**config.mk**
```make
export PLATFORM = sky130hd
export DESIGN_NAME = i2c_init_sequencer_flat
export DESIGN_NICKNAME = d
export VERILOG_FILES = /design/src/rtl/i2c_seq_pkg.sv /design/src/rtl/i2c_init_sequencer_if.sv /design/src/rtl/i2c_seq_rom.sv /design/src/rtl/i2c_init_sequencer.sv /design/src/flat_wrapper.sv
export SDC_FILE = /design/constraint.sdc
export NUM_CORES = 1
export LEC_CHECK = 0
export CAP_MARGIN = 0
export CORE_MARGIN = 2
export CORE_UTILIZATION = 54
export CTS_CLUSTER_SIZE = 28
export DETAILED_ROUTE_END_ITERATION = 8
export PLACE_DENSITY = 0.83
export SLEW_MARGIN = 20
export SYNTH_ARGS = -nofsm -noshare
export SYNTH_HDL_FRONTEND = slang
export SYNTH_HIERARCHICAL = 1
export SYNTH_SLANG_ARGS = --single-unit
```
**constraint.sdc**
```tcl
create_clock -name clock -period 3.2 [get_ports clock]
set_clock_uncertainty 0.05 [all_clocks]
set_input_delay 0.32 -clock clock [delete_from_list [all_inputs] [get_ports clock]]
set_output_delay 0.32 -clock clock [all_outputs]
set_load 0.02 [all_outputs]
```
**src/rtl/i2c_seq_pkg.sv**
```systemverilog
// i2c_seq_pkg: shared types and constants for the I2C init sequencer.
// Holds the FSM state enum, ack mask, error codes, table entry type and the
// default peripheral init table.
package i2c_seq_pkg;

  typedef enum logic [2:0] {
    ST_IDLE,
    ST_LOAD,
    ST_ASSERT,
    ST_WAIT_DONE,
    ST_CHECK,
    ST_RELEASE,
    ST_DONE,
    ST_ERROR
  } state_t;

  // Address, register and data ack flags reported by the byte-write master
  localparam logic [7:0] ACK_MASK = 8'h2A;

  localparam logic [1:0] ERR_NONE       = 2'd0;
  localparam logic [1:0] ERR_NACK       = 2'd1;
  localparam logic [1:0] ERR_ASSERT_TO  = 2'd2;
  localparam logic [1:0] ERR_RELEASE_TO = 2'd3;

  typedef struct packed {
    logic [7:0] reg_addr;
    logic [7:0] data;
  } entry_t;

  localparam int MAX_TABLE = 16;

  // Default bring-up table; only the first NUM_ENTRIES rows are walked
  localparam entry_t INIT_TABLE [MAX_TABLE] = '{
    '{8'h00, 8'hAE},
    '{8'hD5, 8'h80},
    '{8'hA8, 8'h3F},
    '{8'h8D, 8'h14},
    '{8'h20, 8'h00},
    '{8'hA1, 8'h01},
    '{8'hC8, 8'h00},
    '{8'h81, 8'hCF},
    '{8'hD9, 8'hF1},
    '{8'hDB, 8'h40},
    '{8'hA4, 8'h00},
    '{8'hA6, 8'h00},
    '{8'h2E, 8'h00},
    '{8'hAF, 8'h00},
    '{8'h21, 8'h00},
    '{8'h22, 8'h00}
  };

  function automatic int max_int(input int a, input int b);
    return (a > b) ? a : b;
  endfunction

endpackage

```
**src/rtl/i2c_init_sequencer_if.sv**
```systemverilog
// i2c_init_sequencer_if: bus between the init sequencer and the I2C
// byte-write master. The master modport is the sequencer side (it masters
// the handshake); the slave modport is the byte-write engine side.
interface i2c_init_sequencer_if;

  logic       i2c_busy;
  logic [7:0] i2c_status;
  logic [7:0] slave_address;
  logic [7:0] slave_register;
  logic [7:0] slave_data;
  logic       enable_send;

  modport master (
    input  i2c_busy,
    input  i2c_status,
    output slave_address,
    output slave_register,
    output slave_data,
    output enable_send
  );

  modport slave (
    output i2c_busy,
    output i2c_status,
    input  slave_address,
    input  slave_register,
    input  slave_data,
    input  enable_send
  );

endinterface

```
**src/rtl/i2c_seq_rom.sv**
```systemverilog
// i2c_seq_rom: combinational lookup of one init table entry by index.
// Indices at or beyond NUM_ENTRIES return an all-zero entry.
module i2c_seq_rom
  import i2c_seq_pkg::*;
#(
  parameter int NUM_ENTRIES = 4
) (
  input  logic [3:0] idx,
  output entry_t     entry
);

  // Table read with out-of-range guard
  always_comb begin
    entry = '0;
    if (int'(idx) < NUM_ENTRIES) begin
      entry = INIT_TABLE[idx];
    end
  end

endmodule

```
**src/rtl/i2c_init_sequencer.sv**
```systemverilog
// i2c_init_sequencer: walks the init table, running the active-low
// enable_send handshake with the I2C byte-write master for every entry and
// checking the returned ack flags. Reports done, or error with entry/code.
// Optional feature: define I2C_SEQ_RETRY_EN to retry a NACKed entry up to
// MAX_RETRIES extra times before giving up.
module i2c_init_sequencer
  import i2c_seq_pkg::*;
#(
  parameter int         NUM_ENTRIES    = 4,
  parameter logic [7:0] SLAVE_ADDR     = 8'h3C,
  parameter int         TIMEOUT_CYCLES = 65536,
  parameter int         GAP_CYCLES     = 1024,
  parameter int         MAX_RETRIES    = 2
) (
  input  logic                        clock,
  input  logic                        reset,
  input  logic                        start,
  i2c_init_sequencer_if.master        bus,
  output logic                        done,
  output logic                        error,
  output logic [3:0]                  err_index,
  output logic [1:0]                  err_code,
  output logic                        led
);

  localparam int TIMER_W = $clog2(max_int(TIMEOUT_CYCLES, GAP_CYCLES)) + 1;
  localparam logic [TIMER_W-1:0] TIMEOUT_T = TIMER_W'(TIMEOUT_CYCLES);
  localparam logic [TIMER_W-1:0] GAP_LAST  = TIMER_W'(GAP_CYCLES - 1);
  localparam logic [3:0]         LAST_IDX  = 4'(NUM_ENTRIES - 1);

  state_t               state;
  state_t               next_state;
  logic [3:0]           idx;
  logic [3:0]           next_idx;
  logic [1:0]           fail_code;
  logic [TIMER_W-1:0]   timer;
  logic                 busy_meta;
  logic                 busy_sync;
  logic                 ack_ok;
  entry_t               rom_entry;
  logic [7:0]           reg_q;
  logic [7:0]           data_q;

  assign ack_ok = ((bus.i2c_status & ACK_MASK) == ACK_MASK);

  assign bus.slave_address  = SLAVE_ADDR;
  assign bus.slave_register = reg_q;
  assign bus.slave_data     = data_q;

  // The entry to present is looked up for the index we are about to hold
  i2c_seq_rom #(
    .NUM_ENTRIES (NUM_ENTRIES)
  ) u_rom (
    .idx   (next_idx),
    .entry (rom_entry)
  );

`ifdef I2C_SEQ_RETRY_EN
  localparam int RETRY_W = (MAX_RETRIES < 1) ? 1 : $clog2(MAX_RETRIES + 1);

  logic [RETRY_W-1:0] retry_cnt;
  logic               retry_pending;
  logic               retry_ok;

  assign retry_ok = (int'(retry_cnt) < MAX_RETRIES);

  // Retry bookkeeping: count NACKs per entry, remember whether RELEASE is a retry
  always_ff @(posedge clock or negedge reset) begin
    if (!reset) begin
      retry_cnt     <= '0;
      retry_pending <= 1'b0;
    end else if (state == ST_CHECK) begin
      retry_pending <= !ack_ok;
      if (!ack_ok && retry_ok) begin
        retry_cnt <= retry_cnt + 1'b1;
      end
    end else if ((state inside {ST_IDLE, ST_DONE, ST_ERROR}) || (next_idx != idx)) begin
      retry_cnt <= '0;
    end
  end
`endif

  // Two-flop synchronizer for the asynchronous busy flag (idle level is 1)
  always_ff @(posedge clock or negedge reset) begin
    if (!reset) begin
      busy_meta <= 1'b1;
      busy_sync <= 1'b1;
    end else begin
      busy_meta <= bus.i2c_busy;
      busy_sync <= busy_meta;
    end
  end

  // State and entry index registers
  always_ff @(posedge clock or negedge reset) begin
    if (!reset) begin
      state <= ST_IDLE;
      idx   <= '0;
    end else begin
      state <= next_state;
      idx   <= next_idx;
    end
  end

  // Next-state logic, including timeout and NACK decisions
  always_comb begin
    next_state = state;
    next_idx   = idx;
    fail_code  = ERR_NONE;
    case (state)
      ST_IDLE: begin
        if (start) begin
          next_state = ST_LOAD;
          next_idx   = '0;
        end
      end
      ST_LOAD: begin
        next_state = ST_ASSERT;
      end
      ST_ASSERT: begin
        if (!busy_sync) begin
          next_state = ST_WAIT_DONE;
        end else if (timer >= TIMEOUT_T) begin
          next_state = ST_ERROR;
          fail_code  = ERR_ASSERT_TO;
        end
      end
      ST_WAIT_DONE: begin
        if (busy_sync) begin
          next_state = ST_CHECK;
        end else if (timer >= TIMEOUT_T) begin
          next_state = ST_ERROR;
          fail_code  = ERR_RELEASE_TO;
        end
      end
      ST_CHECK: begin
        if (ack_ok) begin
          next_state = ST_RELEASE;
        end
`ifdef I2C_SEQ_RETRY_EN
        else if (retry_ok) begin
          next_state = ST_RELEASE;
        end
`endif
        else begin
          next_state = ST_ERROR;
          fail_code  = ERR_NACK;
        end
      end
      ST_RELEASE: begin
        if (timer >= GAP_LAST) begin
`ifdef I2C_SEQ_RETRY_EN
          if (retry_pending) begin
            next_state = ST_LOAD;
          end else
`endif
          if (idx == LAST_IDX) begin
            next_state = ST_DONE;
          end else begin
            next_state = ST_LOAD;
            next_idx   = idx + 4'd1;
          end
        end
      end
      ST_DONE, ST_ERROR: begin
        if (start) begin
          next_state = ST_LOAD;
          next_idx   = '0;
        end
      end
      default: begin
        next_state = ST_IDLE;
        next_idx   = '0;
      end
    endcase
  end

  // Handshake output: request is held low only while a transfer is in flight
  always_comb begin
    bus.enable_send = 1'b1;
    if ((state == ST_ASSERT) || (state == ST_WAIT_DONE)) begin
      bus.enable_send = 1'b0;
    end
  end

  // Phase timer: cleared on every state change, saturates at all ones
  always_ff @(posedge clock or negedge reset) begin
    if (!reset) begin
      timer <= '0;
    end else if (next_state != state) begin
      timer <= '0;
    end else if (timer != '1) begin
      timer <= timer + 1'b1;
    end
  end

  // Entry fields latched on entry to LOAD so they stay stable until the next LOAD
  always_ff @(posedge clock or negedge reset) begin
    if (!reset) begin
      reg_q  <= '0;
      data_q <= '0;
    end else if ((next_state == ST_LOAD) && (state != ST_LOAD)) begin
      reg_q  <= rom_entry.reg_addr;
      data_q <= rom_entry.data;
    end
  end

  // Registered status flags, valid on the first clock of the new state
  always_ff @(posedge clock or negedge reset) begin
    if (!reset) begin
      done      <= 1'b0;
      error     <= 1'b0;
      led       <= 1'b0;
      err_index <= '0;
      err_code  <= ERR_NONE;
    end else begin
      done  <= (next_state == ST_DONE);
      error <= (next_state == ST_ERROR);
      led   <= !(next_state inside {ST_IDLE, ST_DONE, ST_ERROR});
      if ((next_state == ST_ERROR) && (state != ST_ERROR)) begin
        err_index <= idx;
        err_code  <= fail_code;
      end else if ((next_state == ST_LOAD) &&
                   (state inside {ST_IDLE, ST_DONE, ST_ERROR})) begin
        err_index <= '0;
        err_code  <= ERR_NONE;
      end
    end
  end

endmodule

```
**src/flat_wrapper.sv**
```systemverilog
// flat-port wrapper written by rule: the top's interface ports become plain ports
module i2c_init_sequencer_flat import i2c_seq_pkg::*;
#(
  parameter int         NUM_ENTRIES    = 4,
  parameter logic [7:0] SLAVE_ADDR     = 8'h3C,
  parameter int         TIMEOUT_CYCLES = 65536,
  parameter int         GAP_CYCLES     = 1024,
  parameter int         MAX_RETRIES    = 2
)
  (clock, reset, start, done, error, err_index, err_code, led, bus_i2c_busy, bus_i2c_status, bus_slave_address, bus_slave_register, bus_slave_data, bus_enable_send);
  i2c_init_sequencer_if bus_i ();
  input  logic clock;
  input  logic reset;
  input  logic start;
  output logic done;
  output logic error;
  output logic [3:0] err_index;
  output logic [1:0] err_code;
  output logic led;
  input wire logic [$bits(bus_i.i2c_busy)-1:0] bus_i2c_busy;
  input wire logic [$bits(bus_i.i2c_status)-1:0] bus_i2c_status;
  output wire logic [$bits(bus_i.slave_address)-1:0] bus_slave_address;
  output wire logic [$bits(bus_i.slave_register)-1:0] bus_slave_register;
  output wire logic [$bits(bus_i.slave_data)-1:0] bus_slave_data;
  output wire logic [$bits(bus_i.enable_send)-1:0] bus_enable_send;
  assign bus_i.i2c_busy = bus_i2c_busy;
  assign bus_i.i2c_status = bus_i2c_status;
  assign bus_slave_address = bus_i.slave_address;
  assign bus_slave_register = bus_i.slave_register;
  assign bus_slave_data = bus_i.slave_data;
  assign bus_enable_send = bus_i.enable_send;
  i2c_init_sequencer #(.NUM_ENTRIES(NUM_ENTRIES), .SLAVE_ADDR(SLAVE_ADDR), .TIMEOUT_CYCLES(TIMEOUT_CYCLES), .GAP_CYCLES(GAP_CYCLES), .MAX_RETRIES(MAX_RETRIES)) u_core (.clock(clock), .reset(reset), .start(start), .bus(bus_i), .done(done), .error(error), .err_index(err_index), .err_code(err_code), .led(led));
endmodule
```
; ---- Yosys cells after proc, flatten, opt, wreduce, memory -nomap -nowiden
; Memories as Yosys holds them, arrays and structs flattened.
; Cells that the tools add are included.
[op_classes]
add_sub_neg = 2
n_lt_le_gt_ge = 4
eq_ne = 16
muxes = 28
bitwise_logic = 1
reduce_logical = 12
[ops]
columns = op, count
row1 = two-way mux 16 bit, 3
row2 = two-way mux 17 bit, 2
row3 = "equality test 3 bit, second input constant", 7
row4 = two-way mux 4 bit, 5
row5 = two-way mux 3 bit, 6
row6 = case mux 3 bit (6 select lines), 1
row7 = "adder 17 x 1 -> 17 bit, second input constant", 1
row8 = "greater-or-equal comparator 17 x 10 -> 1 bit, second input constant", 1
row9 = "greater-or-equal comparator 17 bit, second input constant", 1
row10 = "inequality test 17 bit, second input constant", 1
row11 = two-way mux 2 bit, 7
row12 = case mux 4 bit (2 select lines), 1
row13 = "equality test 3 x 1 -> 1 bit, second input constant", 2
row14 = "equality test 3 x 2 -> 1 bit, second input constant", 2
row15 = logical NOT 3 bit, 2
row16 = case mux 2 bit (3 select lines), 1
row17 = nonzero test 3 bit, 2
row18 = "greater-or-equal comparator 5 bit, second input constant", 1
row19 = NOT 4 -> 5 bit, 1
row20 = "adder 4 x 1 -> 4 bit, second input constant", 1
row21 = "equality test 4 x 2 -> 1 bit, second input constant", 1
row22 = "less-than comparator 4 x 3 -> 1 bit, second input constant", 1
row23 = nonzero test 2 bit, 2
row24 = logical AND 1 bit, 3
row25 = 7 further kinds, 8
[totals]
register_bits = 51
rom_bits = 256
in_bits = 12
out_inout_bits = 34
elab_cells = 76
n_memories = 1
[mem_list]
columns = memory, words, width, rd, rd_clocked_by_memory_dff, write_ports, line
row1 = (name not given), 16, 16, 1, 0, 0, i2c_seq_rom.sv:16  ; entry = INIT_TABLE[idx];

; ---- Depth between registers and ports, before layout
; Gate-level depths: netlist of the first run.
[logic_depth]
ltp_word = 9
mapped_depth = 12
depth_no_buf = 10

; ---- By module
; Netlist of the first run, hierarchy kept.
[modules_own_cells]
columns = module, instances, cells_each, area_each_um2, seq_area_each_um2
row1 = i2c_init_sequencer, 1, 239, 2706.3, 1278.7
row2 = i2c_seq_rom, 1, 27, 203.9, 0.0

; ---- Least setup slack after synthesis of the first run
; No wires, ideal clock.
[synth_path]
path_kind = register to register
start = reg u_core.timer[0]
end = reg u_core.data_q[0] (netlist: u_core/bus.slave_data[0])
setup_ns = 0.125
arrival_ns = 2.445
required_ns = 3.025
path_slack_ns = 0.580
path_stages_with_launch = 10
n_path_buf = 0
period_less_slack_ns = 2.620
path_cell_list = dfrtp_1 ha_1 a21oi_1 nor4b_2 o211ai_1 o21ai_0 inv_2 ha_1 and2_1 mux2_2
[synth_lines]
columns = item, line
row1 = from (decl), i2c_init_sequencer.sv:36  ; logic [TIMER_W-1:0] timer;
row2 = from (signal assigned), i2c_init_sequencer.sv:193  ; timer <= timer + 1'b1;
row3 = to (signal assigned), i2c_init_sequencer.sv:204  ; data_q <= rom_entry.data;
row4 = to (decl), i2c_init_sequencer.sv:42  ; logic [7:0] data_q;

==> results of run 1 <==
==> kinds of logic (layout without fill, tap and decap cells) <==
| logic type | after synthesis | after routing | synth area share |
|---|---|---|---|
| buf+inv | 34 | 60 | 0.08556 |
| other cells | 3 | 10 | 0.003869 |
| mux | 25 | 25 | 0.09286 |
| fa+ha+maj | 8 | 8 | 0.03353 |
| flops | 51 | 51 | 0.4394 |
| simple gates | 102 | 102 | 0.2180 |
| compound gates | 27 | 27 | 0.07868 |
| xor+xnor | 16 | 16 | 0.04815 |
==> final timing paths <==
path | startpoint | to | slack (ns)
max | u_core/timer[1] | u_core/bus.slave_data[0] | 0.26
min | reset | u_core/bus.slave_register[0] | 0.04
max reg2reg | u_core/timer[1] | u_core/bus.slave_data[0] | 0.26
min reg2reg | u_core/busy_meta | u_core/busy_sync | 0.31
max in group asynchronous | reset | u_core/busy_sync | 2.28
min in group clock | u_core/busy_meta | u_core/busy_sync | 0.31
==> routing by layer <==
metal	up-vias	part of all wire	wire length, microns
li1	968	-	-
met1	1003	0.44	2416
met2	52	0.50	2705
met3	8	0.049	266
met4	0	0.013	70
met5	-	0	0
==> per-stage QoR <==
step                      instances  cell area, sq um  total power (uW)  hold WS, ns  setup slack, ns
after floorplan                 273              2937              1549     -0.02559           0.5802
after global routing            369              3309              2272       0.1021           0.1155
after detailed placement        361              3199              1714       0.2988           0.3614
after global placement          361              3199              1689       0.2956           0.4861
after CTS                       369              3309              2167      0.06382           0.2775
final                           369              3309              2151      0.03791           0.2649
==> power by group <==
group	switching (uW)	internal (uW)
Combinational	491	368
Clock	212	233
Sequential	105	742
==> sequential cells by signal (all words and copies together) (netlist names) <==
signal and flops:
u_core/idx 4, u_core/busy_sync 1, u_core/bus.slave_register 8, u_core/done 1, u_core/error 1, u_core/bus.slave_data 8
u_core/busy_meta 1, u_core/err_code 2, u_core/err_index 4, u_core/led 1, u_core/state 3, u_core/timer 17
==> cell usage after synthesis (all sizes together) (2+ instances only) <==
| library cell | instances | area [sq um] |
|---|---|---|
| dfrtp | 49 | 1226 |
| nor3 | 30 | 200.2 |
| nand2 | 20 | 77.58 |
| buf | 18 | 158.9 |
| mux2 | 16 | 180.2 |
| nand3 | 15 | 75.07 |
| inv | 11 | 41.29 |
| xor2 | 11 | 96.34 |
| mux2i | 9 | 90.09 |
| and2 | 7 | 43.79 |
| ha | 7 | 87.58 |
| nor2 | 7 | 42.54 |
| o21ai | 6 | 30.03 |
| clkbuf | 5 | 48.80 |
| xnor2 | 5 | 43.79 |
| and3 | 4 | 26.28 |
| a21oi | 3 | 15.01 |
| conb | 3 | 11.26 |
| nor4 | 3 | 25.02 |
| a21boi | 2 | 18.77 |
| a221o | 2 | 21.27 |
| and2b | 2 | 17.52 |
| dfstp | 2 | 52.55 |
| nand3b | 2 | 15.01 |
| nor3b | 2 | 15.01 |
| o21bai | 2 | 15.01 |
| or2 | 2 | 12.51 |
==> cell type report <==
class                      instances  share of cell area
clock buffer                       6             0.02193
clock inverter                     2             0.01134
inverter                          11             0.01248
multi-input combinational        188              0.4257
sequential                        51              0.3864
tap                               70             0.02647
timing repair buffer              41              0.1157
==> critical path, cell delays in order (launching register included) <==
cell	delay, ns
dfrtp_1	0.44
ha_1	0.26
a21oi_1	0.08
nor4b_2	0.52
nor2_1	0.20
o32ai_1	0.57
buf_4	0.25
nor2_8	0.04
and2_1	0.15
mux2_2	0.26
==> impl_metrics.ini, run 1 <==
[status]
outcome = finished clean

[clock_network]
cts_buffers = 5
cts_resized = 0
cts_tree = done
insertion_delay_ns = 0.31
clkTransAtPathRegs_ns = 0.09
clock_sinks = 51
cts_root_buf = clkbuf_8
htree_num_levels = 2
cts_hold_buf = 0
post_cts_buffers = 0
cts.path.max_buffers = 2

[floorplan]
rows = 26
io_pins = 46
die_h_microns = 77.41
start_util = 0.5662
dieArea_sq_um = 5992
core-area_sq_um = 5140
die_x_microns = 77.41

[global_route]
grt_pass1_vias = 2023
grt_max_degree = 37
gr-usage-met1 = 0.2448
gr-usage-met2 = 0.3339
top_usage_layer = met2
grt-ovfl-total = 0
antenna_found_initial = 0
grtUsageMet3 = 0.04535
track_usage = 0.1940
grt_pass1_wl_microns = 9370

[sta]
slew_viol_final = 0
fin_crit_ns = 2.935
slew_headroom = 0.4759
max_clock_freq_mhz = 340.7
rsz0062_at_grt = false
hold_violations = 0
min_period_over_period = 0.9172
finalSetupViolations = 0
tightestPinTransition_ns = 0.7861
fin_tns_setup_ns = 0

[synthesis]
ys_ff_latch = 51
netlist_instances = 266
yosysWarnings = 6
syn_area_sq_um = 2910
synth_ff_type = dfrtp_1
syn_area_per_cell_sq_um = 10.94
yosysUniqueCellTypes = 59
synth_edf_count = 0
ys_seq_area_frac = 0.4394
async_reset_ff_frac = 1.000

[cells_and_area]
nets = 317
nFillCells = 429
syn_to_final_growth_pct = 13.71
drive_gt1_frac = 0.2107
multiInputGateArea_sq_um = 1409
final_common_cell = dfrtp_1
antenna_cells = 0
fin_util = 0.6439
final_cell_mix = dfrtp_1 (49), clkdlybuf4s50_1 (31), nor3_1 (20)
register_area_sq_um = 1279

[placed_design]
numPortBuffers = 32
dp_hpwl_microns = 3804
place.gp.congestion = 0.9262

[routing]
wirelength_microns = 5459
drt_first_pass_iters = 4
drtIter0Drc = 158
viasPerCell = 5.504
wire_per_inst_microns = 14.79
postRouteAntennaNets = 0
drc_errors = 0
vias = 2031

[pwr]
ir_drop_v = 0.0003751
power-per-cell-area_nw_per_um2 = 650.1
p_leak_uw = 0.001433

[setup_path]
crit_arrival_ns = 3.08
criticalPathCategory = reg2reg
endpoint_kind = flop
r2r_cells = 9
cp_max_fo = 6
crit_required_ns = 3.35
startpoint_type = flop

[job]
drv_cap = 0

[min_path]
hp-class = in2async
(Power assumes the default switching activity.)
==> run 2, diff against run 1 <==
--- a/config.mk
+++ b/config.mk
@@ -7,10 +7,11 @@
 export LEC_CHECK = 0
 export CAP_MARGIN = 0
 export CORE_MARGIN = 2
-export CORE_UTILIZATION = 54
+export CORE_UTILIZATION = 58
+export CTS_BUF_LIST = sky130_fd_sc_hd__clkbuf_16
 export CTS_CLUSTER_SIZE = 28
 export DETAILED_ROUTE_END_ITERATION = 8
-export PLACE_DENSITY = 0.83
+export PLACE_DENSITY = 0.88
 export SLEW_MARGIN = 20
 export SYNTH_ARGS = -nofsm -noshare
 export SYNTH_HDL_FRONTEND = slang
==> constraint.sdc (replaced) <==
create_clock -name clock -period 3.8 [get_ports clock]
set_clock_uncertainty 0.05 [all_clocks]
set_input_delay 0.38 -clock clock [delete_from_list [all_inputs] [get_ports clock]]
set_output_delay 0.38 -clock clock [all_outputs]
set_load 0.02 [all_outputs]
==> impl_metrics.ini, run 2 (synthesized netlist as in run 1, its figures left out) <==
[status]
outcome = finished clean

[sta]
timing.final.ws_setup_ns = 0.6693
hold_slack_ns = 0.1404
slew_viol_final = 0
hold_violations = 0
fin_crit_ns = 3.131
min_period_over_period = 0.8239
finalSetupViolations = 0
fin_tns_setup_ns = 0
slew_headroom = 0.3422
rsz0062_at_grt = false
tightestPinTransition_ns = 0.9835
max_clock_freq_mhz = 319.4

[global_route]
grt_pass1_vias = 2069
grt-ovfl-total = 0
antenna_found_initial = 0
track_usage = 0.2155
grt_max_degree = 52
grt_pass1_wl_microns = 9259

[cells_and_area]
final_cell_mix = dfrtp_1 (49), clkdlybuf4s50_1 (31), nor3_1 (20)
syn_to_final_growth_pct = 14.19
multiInputGateArea_sq_um = 1409
largest-register = u_core/timer
drive_gt1_frac = 0.1980
nFillCells = 360
nets = 311
antenna_cells = 0
largest_reg_flops = 17
final_common_cell = dfrtp_1
register_area_sq_um = 1279

[setup_path]
crit_required_ns = 3.93
crit_arrival_ns = 3.26
criticalPathCategory = reg2reg
cp_max_fo = 6
r2r_cells = 9
startpoint_type = flop
r2r_end = u_core/bus.slave_register[5]
r2r_setup_slack_ns = 0.67
r2r-start = u_core/timer[0]
endpoint_kind = flop

[pwr]
ir_drop_v = 0.0003154
power-per-cell-area_nw_per_um2 = 584.0
p_leak_uw = 0.001434

[floorplan]
start_util = 0.6081
core-area_sq_um = 4786
die_h_microns = 74.84
rows = 25
io_pins = 46
die_x_microns = 74.84
dieArea_sq_um = 5600

[clock_network]
insertion_delay_ns = 0.29
cts_hold_buf = 0
clock_sinks = 51
htree_num_levels = 2
clkTransAtPathRegs_ns = 0.07
cts.path.max_buffers = 2
post_cts_buffers = 0
cts_root_buf = clkbuf_16
cts_tree = done
cts_buffers = 5
cts_resized = 0

[routing]
wirelength_microns = 5563
drt_first_pass_iters = 4
vias = 2014
wire_per_inst_microns = 15.45
drc_errors = 0
viasPerCell = 5.594
drtIter0Drc = 95
postRouteAntennaNets = 0

[min_path]
hp-class = in2async

[placed_design]
place.gp.congestion = 0.8988
dp_worst_setup_slack_ns = 0.6935
dp_hpwl_microns = 3774
numPortBuffers = 32

[job]
drv_cap = 0
-- run 2: layout make-up --
type | instances | area share
Clock buffer | 5 | 0.03765
Clock inverter | 3 | 0.01431
Inverter | 11 | 0.01242
Multi-Input combinational cell | 188 | 0.4239
Sequential cell | 51 | 0.3848
Tap cell | 67 | 0.02523
Timing Repair Buffer | 35 | 0.1017
-- run 2: worst max-delay path: stages, from the launching register on --
cell	delay (ns)
dfrtp_1	0.44
ha_1	0.25
a21oi_1	0.07
nor4b_2	0.48
o211ai_1	0.24
o21ai_0	0.69
inv_2	0.15
ha_1	0.25
and2_1	0.14
mux2_2	0.27
-- run 2: worst max-delay path by stage --
stage | from | endpoint | slack [ns]
final | u_core/timer[0] | u_core/bus.slave_register[5] | 0.67
after global routing | u_core/timer[0] | u_core/bus.slave_register[5] | 0.49
after CTS | u_core/timer[0] | u_core/bus.slave_register[5] | 0.67
after detailed placement | u_core/timer[0] | u_core/bus.slave_register[5] | 0.69
after global placement | u_core/timer[0] | u_core/bus.slave_data[0] | 0.85
after floorplan | u_core/timer[0] | u_core/bus.slave_data[0] | 1.18
-- run 2: routing by layer --
layer  global-route usage  routed length (microns)
met5                    0                        0
met4              0.07143                       64
met3              0.05355                      271
met2               0.3733                     2878
met1               0.2633                     2348
-- run 2: metrics by stage --
| stage | cells | utilization | total power, uW | instance area, sq um |
|---|---|---|---|---|
| after floorplan | 273 | - | 1304 | 2937 |
| after global placement | 352 | 0.6583 | 1396 | 3151 |
| after detailed placement | 352 | 0.6583 | 1423 | 3151 |
| after CTS | 360 | 0.6944 | 1946 | 3323 |
| after global routing | 360 | 0.6944 | 2028 | 3323 |
| final | 360 | 0.6944 | 1941 | 3323 |
-- run 2: where the power goes --
group | internal, uW | switching (uW) | total, uW
Clock | 314 | 200 | 514
Combinational | 294 | 416 | 710
Sequential | 625 | 91.3 | 717
==> run 3, diff against run 2 <==
--- a/config.mk
+++ b/config.mk
@@ -7,11 +7,11 @@
 export LEC_CHECK = 0
 export CAP_MARGIN = 0
 export CORE_MARGIN = 2
-export CORE_UTILIZATION = 58
+export CORE_UTILIZATION = 54
 export CTS_BUF_LIST = sky130_fd_sc_hd__clkbuf_16
 export CTS_CLUSTER_SIZE = 28
 export DETAILED_ROUTE_END_ITERATION = 8
-export PLACE_DENSITY = 0.88
+export PLACE_DENSITY = 0.83
 export SLEW_MARGIN = 20
 export SYNTH_ARGS = -nofsm -noshare
 export SYNTH_HDL_FRONTEND = slang
==> constraint.sdc (replaced) <==
create_clock -name clock -period 3.2 [get_ports clock]
set_clock_uncertainty 0.05 [all_clocks]
set_input_delay 0.32 -clock clock [delete_from_list [all_inputs] [get_ports clock]]
set_output_delay 0.32 -clock clock [all_outputs]
set_load 0.02 [all_outputs]
==> impl_metrics.ini, run 3 (synthesized netlist as in run 1, its figures left out) <==
[status]
outcome = finished clean

[global_route]
track_usage = 0.1947
grt-ovfl-total = 0
grt_pass1_wl_microns = 9418
grt_max_degree = 37
grt_pass1_vias = 2047
antenna_found_initial = 0

[floorplan]
die_h_microns = 77.41
start_util = 0.5662
io_pins = 46
dieArea_sq_um = 5992
core-area_sq_um = 5140
die_x_microns = 77.41
rows = 26

[sta]
finalSetupViolations = 0
fin_tns_setup_ns = 0
rsz0062_at_grt = false
max_clock_freq_mhz = 337.7
hold_violations = 0
min_period_over_period = 0.9253
slew_headroom = 0.4808
fin_crit_ns = 2.961
slew_viol_final = 0
hold_slack_ns = 0.06480
tightestPinTransition_ns = 0.7789

[clock_network]
cts_tree = done
cts_resized = 0
clock_sinks = 51
clkTransAtPathRegs_ns = 0.07
cts_root_buf = clkbuf_16
htree_num_levels = 2
cts_buffers = 5
cts.path.max_buffers = 2
cts_hold_buf = 0
post_cts_buffers = 0
insertion_delay_ns = 0.28

[routing]
wirelength_microns = 5424
vias = 2043
viasPerCell = 5.537
wire_per_inst_microns = 14.70
drc_errors = 0
postRouteAntennaNets = 0
drtIter0Drc = 101
drt_first_pass_iters = 5

[placed_design]
place.gp.congestion = 0.9262
numPortBuffers = 32
dp_hpwl_microns = 3804
dp_cells = 361

[job]
drv_cap = 0

[cells_and_area]
final_cell_mix = dfrtp_1 (49), clkdlybuf4s50_1 (31), nor3_1 (20)
largest_reg_flops = 17
largest-register = u_core/timer
syn_to_final_growth_pct = 15.65
antenna_cells = 0
final_common_cell = dfrtp_1
nets = 317
stdcell_count = 369
drive_gt1_frac = 0.2107

[pwr]
p_leak_uw = 0.001463
power-per-cell-area_nw_per_um2 = 679.7
ir_drop_v = 0.0003675

[min_path]
hp-class = in2async

[setup_path]
criticalPathCategory = reg2reg
endpoint_kind = flop
crit_required_ns = 3.32
r2r_setup_slack_ns = 0.24
startpoint_type = flop
cp_max_fo = 6
crit_arrival_ns = 3.08
## run 3: cell count changes in the layout (fill, tap and decap cells not counted), sizes merged
cell / delta
buf: +6
clkinv: -1
clkinvlp: +1
## run 3: per-layer routing
metal / global-route usage / share of wire
met1: 0.2394 / 0.44
met2: 0.3426 / 0.50
met3: 0.04535 / 0.048
met4: 0.05536 / 0.013
met5: 0 / 0
## run 3: final cells by class
type	count	area [sq um]
clock inverters	3	41.29
multi-input cells	188	1409
well taps	70	87.58
fillers	419	1774
repair buffers	41	382.9
inverters	11	41.29
clock buffers	5	125.1
flip-flops and latches	51	1279
## run 3: critical path: stages, from the launching register on
cell and delay (ns):
dfrtp_1 0.43, ha_1 0.25, a21oi_1 0.08, nor4b_2 0.53
nor2_1 0.20, o32ai_1 0.59, buf_4 0.26, nor2_8 0.04
and2_1 0.15, mux2_2 0.26
## run 3: metrics by stage
step / power [uW] / setup WS [ns] / utilization / instance area (sq um)
final: 2288 / 0.2390 / 0.6548 / 3366
after global routing: 2421 / 0.1184 / 0.6548 / 3366
after CTS: 2312 / 0.2771 / 0.6548 / 3366
after detailed placement: 1714 / 0.3614 / 0.6224 / 3199
after global placement: 1689 / 0.4861 / 0.6224 / 3199
after floorplan: 1549 / 0.5802 / - / 2937
## run 3: where the power goes
group	total (uW)	internal [uW]	switching [uW]
logic	854	368	486
registers	848	743	105
clock network	586	366	220
total	2290	1480	811
## run 3: worst paths after layout
path                                                     end  cells after the start              from
max in group asynchronous                   u_core/busy_sync                      2             reset
min in group clock                          u_core/busy_sync                      0  u_core/busy_meta
worst min-delay path            u_core/bus.slave_register[0]                      1             reset
worst max-delay path            u_core/bus.slave_register[4]                      9   u_core/timer[1]
worst min register to register              u_core/busy_sync                      0  u_core/busy_meta
worst max register to register  u_core/bus.slave_register[4]                      9   u_core/timer[1]
==> RTL change 1 (settings of run 2) <==
Build with the macro `I2C_SEQ_RETRY_EN` defined.
--- a/src/rtl/i2c_init_sequencer.sv
+++ b/src/rtl/i2c_init_sequencer.sv
@@ -3,6 +3,8 @@
 // checking the returned ack flags. Reports done, or error with entry/code.
 // Optional feature: define I2C_SEQ_RETRY_EN to retry a NACKed entry up to
 // MAX_RETRIES extra times before giving up.
+`define I2C_SEQ_RETRY_EN
+
 module i2c_init_sequencer
   import i2c_seq_pkg::*;
 #(
Formal check against the unedited RTL: not equivalent (a bounded check fails within 10 cycles, from zero or initial values and one cycle with reset low).
==> RTL change 1 against run 2 <==
Final cell count rose by 14%. Design area increased by 11%. Area after synthesis grew 11%. Synthesized cell count is 19% higher. Worst setup slack gained 130 ps. Wire length is 17% higher. Total power grew 13%. Sequential cell count grew 3.
==> RTL change 1: results (changes against run 2) <==
outcome:
  outcome: "finished clean"
setup_path:
  critPathSlowestCell: "a2111o_1"
  r2r_start: "u_core/timer[3]"
  cp_max_fo: 12  # +6
  worstRegToRegCells: 10  # +1
  critical_path.max_stage_delay_ps: 530  # -160 ps
  cp_data_arrival_time_ps: 3130  # -130 ps
  regToRegSetupSlack_ps: 800  # +130 ps
detailed_routing:
  wirelength_mm: 6.53  # +17%
  via_per_inst: 5.86  # +4.8%
  firstDrtPassIters: 6  # +2
placement:
  place_hpwl_mm: 4.47  # +18%
  dpl-instance-area_sq_mm: 0.00352  # +12%
  place.gp.congestion: 0.929  # +3.4%
synth:
  synth_cell_types: 62  # +5.1%
  synth_area_leaders: "dfrtp_1 (40%), mux2_4 (4.6%), nor3_1 (4.2%)"
  yosys_warnings: 6  # unchanged
  seq_area_frac_synth: 0.419  # -0.0202
sta:
  hold_ws_ps: 52.2  # -88.2 ps
  tightest_slew_ps: 840  # -144 ps
  period_needed_ps: 3000  # -127 ps
final_layout:
  drive_gt1_frac: 0.136  # -0.0623
  fillers: 394  # +9.4%
  nets: 357  # +15%
global_route:
  grt-ovfl-total: 0  # unchanged
  grt_pass1_wl_mm: 10.9  # +17%
  grt_max_degree: 30  # -42%
cts:
  clk_latency_ps: 290  # about the same
power:
  vdd_ir_drop_max_uv: 398  # +26%
  power.leakage_nw: 1.53  # +6.3%
  p_switching_mw: 0.854  # +21%
-- RTL change 1: layout make-up --
type / count / area share
clock buffers: 5 / 0.0340
flip-flops and latches: 54 / 0.367
repair buffers: 38 / 0.0978
clock inverters: 3 / 0.0112
inverters: 17 / 0.0173
well taps: 72 / 0.0244
multi-input cells: 222 / 0.448
-- RTL change 1: layer usage --
metal	track usage	vias up	routed length [um]
met5	0	-	0
met4	0.0789	0	65
met3	0.0471	5	339
met2	0.362	72	3230
met1	0.296	1170	2900
li1	-	1163	-
-- RTL change 1: power groups by stage --
stage | Combinational [mW] | Sequential [mW] | Clock (mW)
2_1_floorplan | 0.669 | 0.798 | 0
3_3_place_gp | 0.876 | 0.787 | 0
3_5_place_dp | 0.892 | 0.791 | 0
4_1_cts | 0.902 | 0.782 | 0.525
5_1_grt | 0.973 | 0.803 | 0.546
6_report | 0.904 | 0.784 | 0.513
-- RTL change 1: kinds of logic after synthesis --
kind of cell | after synthesis | share of synthesized area
simple gates | 119 | 0.212
flops | 54 | 0.419
compound gates | 48 | 0.129
buf+inv | 47 | 0.0779
mux | 22 | 0.0868
xor+xnor | 15 | 0.0407
fa+ha+maj | 8 | 0.0302
other cells | 3 | 0.00349
-- RTL change 1: per-stage QoR --
stage / cells / util
after global placement: 403 / 0.647
final: 411 / 0.677
after CTS: 411 / 0.677
after detailed placement: 403 / 0.647
after floorplan: 323 / -
after global routing: 411 / 0.677
-- RTL change 1: critical path: cells and delay by family (launching register included) --
family,cells,cell delay (ps)
buffers and inverters,3,460
AND/OR/NAND/NOR,3,740
flip-flops,1,420
adder cells (fa/ha/maj),1,250
multiplexers,1,260
AO/OA/AOI/OAI,2,720
==> RTL change 2 (flow settings as in run 2) <==
Without the edit above. Register the output `led` once more, cleared by the reset; this adds one clock of latency there. The other outputs are not delayed to match.
--- a/src/rtl/i2c_init_sequencer.sv
+++ b/src/rtl/i2c_init_sequencer.sv
@@ -28,6 +28,8 @@
   localparam logic [TIMER_W-1:0] GAP_LAST  = TIMER_W'(GAP_CYCLES - 1);
   localparam logic [3:0]         LAST_IDX  = 4'(NUM_ENTRIES - 1);
 
+  logic led_s0;
+
   state_t               state;
   state_t               next_state;
   logic [3:0]           idx;
@@ -210,13 +212,13 @@
     if (!reset) begin
       done      <= 1'b0;
       error     <= 1'b0;
-      led       <= 1'b0;
+      led_s0    <= 1'b0;
       err_index <= '0;
       err_code  <= ERR_NONE;
     end else begin
       done  <= (next_state == ST_DONE);
       error <= (next_state == ST_ERROR);
-      led   <= !(next_state inside {ST_IDLE, ST_DONE, ST_ERROR});
+      led_s0 <= !(next_state inside {ST_IDLE, ST_DONE, ST_ERROR});
       if ((next_state == ST_ERROR) && (state != ST_ERROR)) begin
         err_index <= idx;
         err_code  <= fail_code;
@@ -228,5 +230,13 @@
     end
   end
 
+  always_ff @(posedge clock or negedge reset) begin
+    if (!reset) begin
+      led <= '0;
+    end else begin
+      led <= led_s0;
+    end
+  end
+
 endmodule
 
Function: changed (a bounded check fails within 4 cycles, from zero or initial values and one cycle with reset low).
==> RTL change 2 against run 2 <==
Design area is 1.3% higher. Sequential cell count is 1 higher. Total power is 8.5% lower. Area after synthesis is 0.26% higher. Highest routed layer unchanged. Via count is 3.7% higher. Worst setup slack better by 96 ps. First-iteration DRC count is 54% higher. Largest cell class unchanged. Final cell count is 2.5% higher. Critical path type unchanged. Wire length is 2.0% higher.
==> RTL change 2: results (changes against run 2) <==
synth:
  yosys_warnings: 6  # unchanged
  synth_area_leaders: "dfrtp_1 (43%), mux2_2 (6.2%), nor3_2 (3.8%)"
  seq_area_frac_synth: 0.447  # +0.00745
  ys_top_cells_by_count: "dfrtp_1 (50), nand2_1 (18), nor3_1 (18), mux2_2 (16)"
  async_reset_ff_frac: 1.00  # unchanged
  ys.flop_type: "dfrtp_1"
  synth_cell_types: 57  # -3.4%
detailed_routing:
  firstDrtPassIters: 4  # unchanged
  drt-wirelength-per-cell_um: 15.4  # -0.46%
  drt_iter0_markers: 146  # +54%
  via_per_inst: 5.66  # +1.2%
sta:
  tightest_slew_ps: 939  # -44.6 ps
setup_path:
  cp_max_fo: 7  # +1
  cp_data_arrival_time_ps: 3170  # -90 ps
final_layout:
  nets: 320  # +2.9%
  diodes: 0  # unchanged
  drive_gt1_frac: 0.192  # -0.00590
  top_register: "u_core/timer"
  fillers: 352  # -2.2%
  largest_reg_flops: 17  # unchanged
global_route:
  grt_use_total: 0.226  # +0.0104
  grt_max_degree: 53  # +1.9%
  grt_pass1_wl_mm: 9.72  # +5.0%
  grt_pass1_vias: 2104  # +1.7%
  antenna_found_initial: 0  # unchanged
placement:
  pre_cts_ws_ps: 879  # +186 ps
  place_hpwl_mm: 3.83  # +1.5%
  placement.io_buffers: 32  # unchanged
  place.gp.congestion: 0.870  # -3.2%
cts:
  clk_pin_slew_worst_paths_ps: 70  # about the same
  cts_buffer_depth: 2  # unchanged
  root_buffer: "clkbuf_16"
  cts_resized: 0  # unchanged
  cts_setup_buffers: 0  # unchanged
  cts_buffers: 5  # unchanged
  htreeDepth: 2  # unchanged
  clk_latency_ps: 290  # about the same
power:
  vdd_ir_drop_max_uv: 326  # +3.5%
  power.leakage_nw: 1.46  # +1.5%
  switching_share: 0.373  # +0.00844
outcome:
  outcome: "finished clean"
worst_hold_path:
  hp-class: "input pin to async pin"
[RTL change 2: final cells by class]
class	instances	share of cell area
Multi-Input combinational cell	190	0.422
Sequential cell	52	0.387
Timing Repair Buffer	37	0.105
Clock buffer	5	0.0372
Tap cell	67	0.0249
Inverter	15	0.0167
Clock inverter	3	0.00669
[RTL change 2: metal layers]
layer  routed length [um]  share of wire  global-route usage  vias up
met1                 2440           0.43               0.288     1021
met4                   57          0.010              0.0853        0
li1                     -              -                   -      990
met3                  269          0.047              0.0616        6
met2                 2910           0.51               0.368       72
met5                    0              0                   0        -
[RTL change 2: critical path, cell delays in order, from the launching register on]
cell and delay (ps):
dfrtp_1 440, ha_1 230, a21oi_1 90, nor4b_4 460
o211ai_2 200, o21ai_0 570, inv_1 220, ha_1 260
and2_1 140, mux2_2 260
[RTL change 2: power by group through the flow]
stage | logic (mW) | registers [mW] | clock network (mW)
after floorplan | 0.497 | 0.705 | 0
after global placement | 0.614 | 0.704 | 0
after detailed placement | 0.625 | 0.711 | 0
after CTS | 0.628 | 0.700 | 0.462
after global routing | 0.690 | 0.713 | 0.476
final | 0.626 | 0.701 | 0.449
[RTL change 2: worst paths after layout]
path                                  start                           end  slack (ps)  cells after the start
setup / recovery            u_core/timer[0]  u_core/bus.slave_register[4]         770                      9
hold / removal                        reset               u_core/timer[5]         130                      2
setup reg to reg            u_core/timer[0]  u_core/bus.slave_register[4]         770                      9
hold reg to reg            u_core/busy_meta              u_core/busy_sync         310                      0
max in group asynchronous             reset              u_core/timer[15]        3100                      2
min in group clock         u_core/busy_meta              u_core/busy_sync         310                      0
[RTL change 2: logic make-up after synthesis]
family | share of synthesized area
flops | 0.447
mux | 0.0858
buf+inv | 0.0750
simple gates | 0.225
compound gates | 0.0823
xor+xnor | 0.0480
other cells | 0.00386
fa+ha+maj | 0.0334
[RTL change 2: stage by stage]
stage,std cells,area [sq um]
floorplan,279,2940
global placement,361,3220
detailed placement,361,3220
CTS,369,3370
global route,369,3370
finish,369,3370
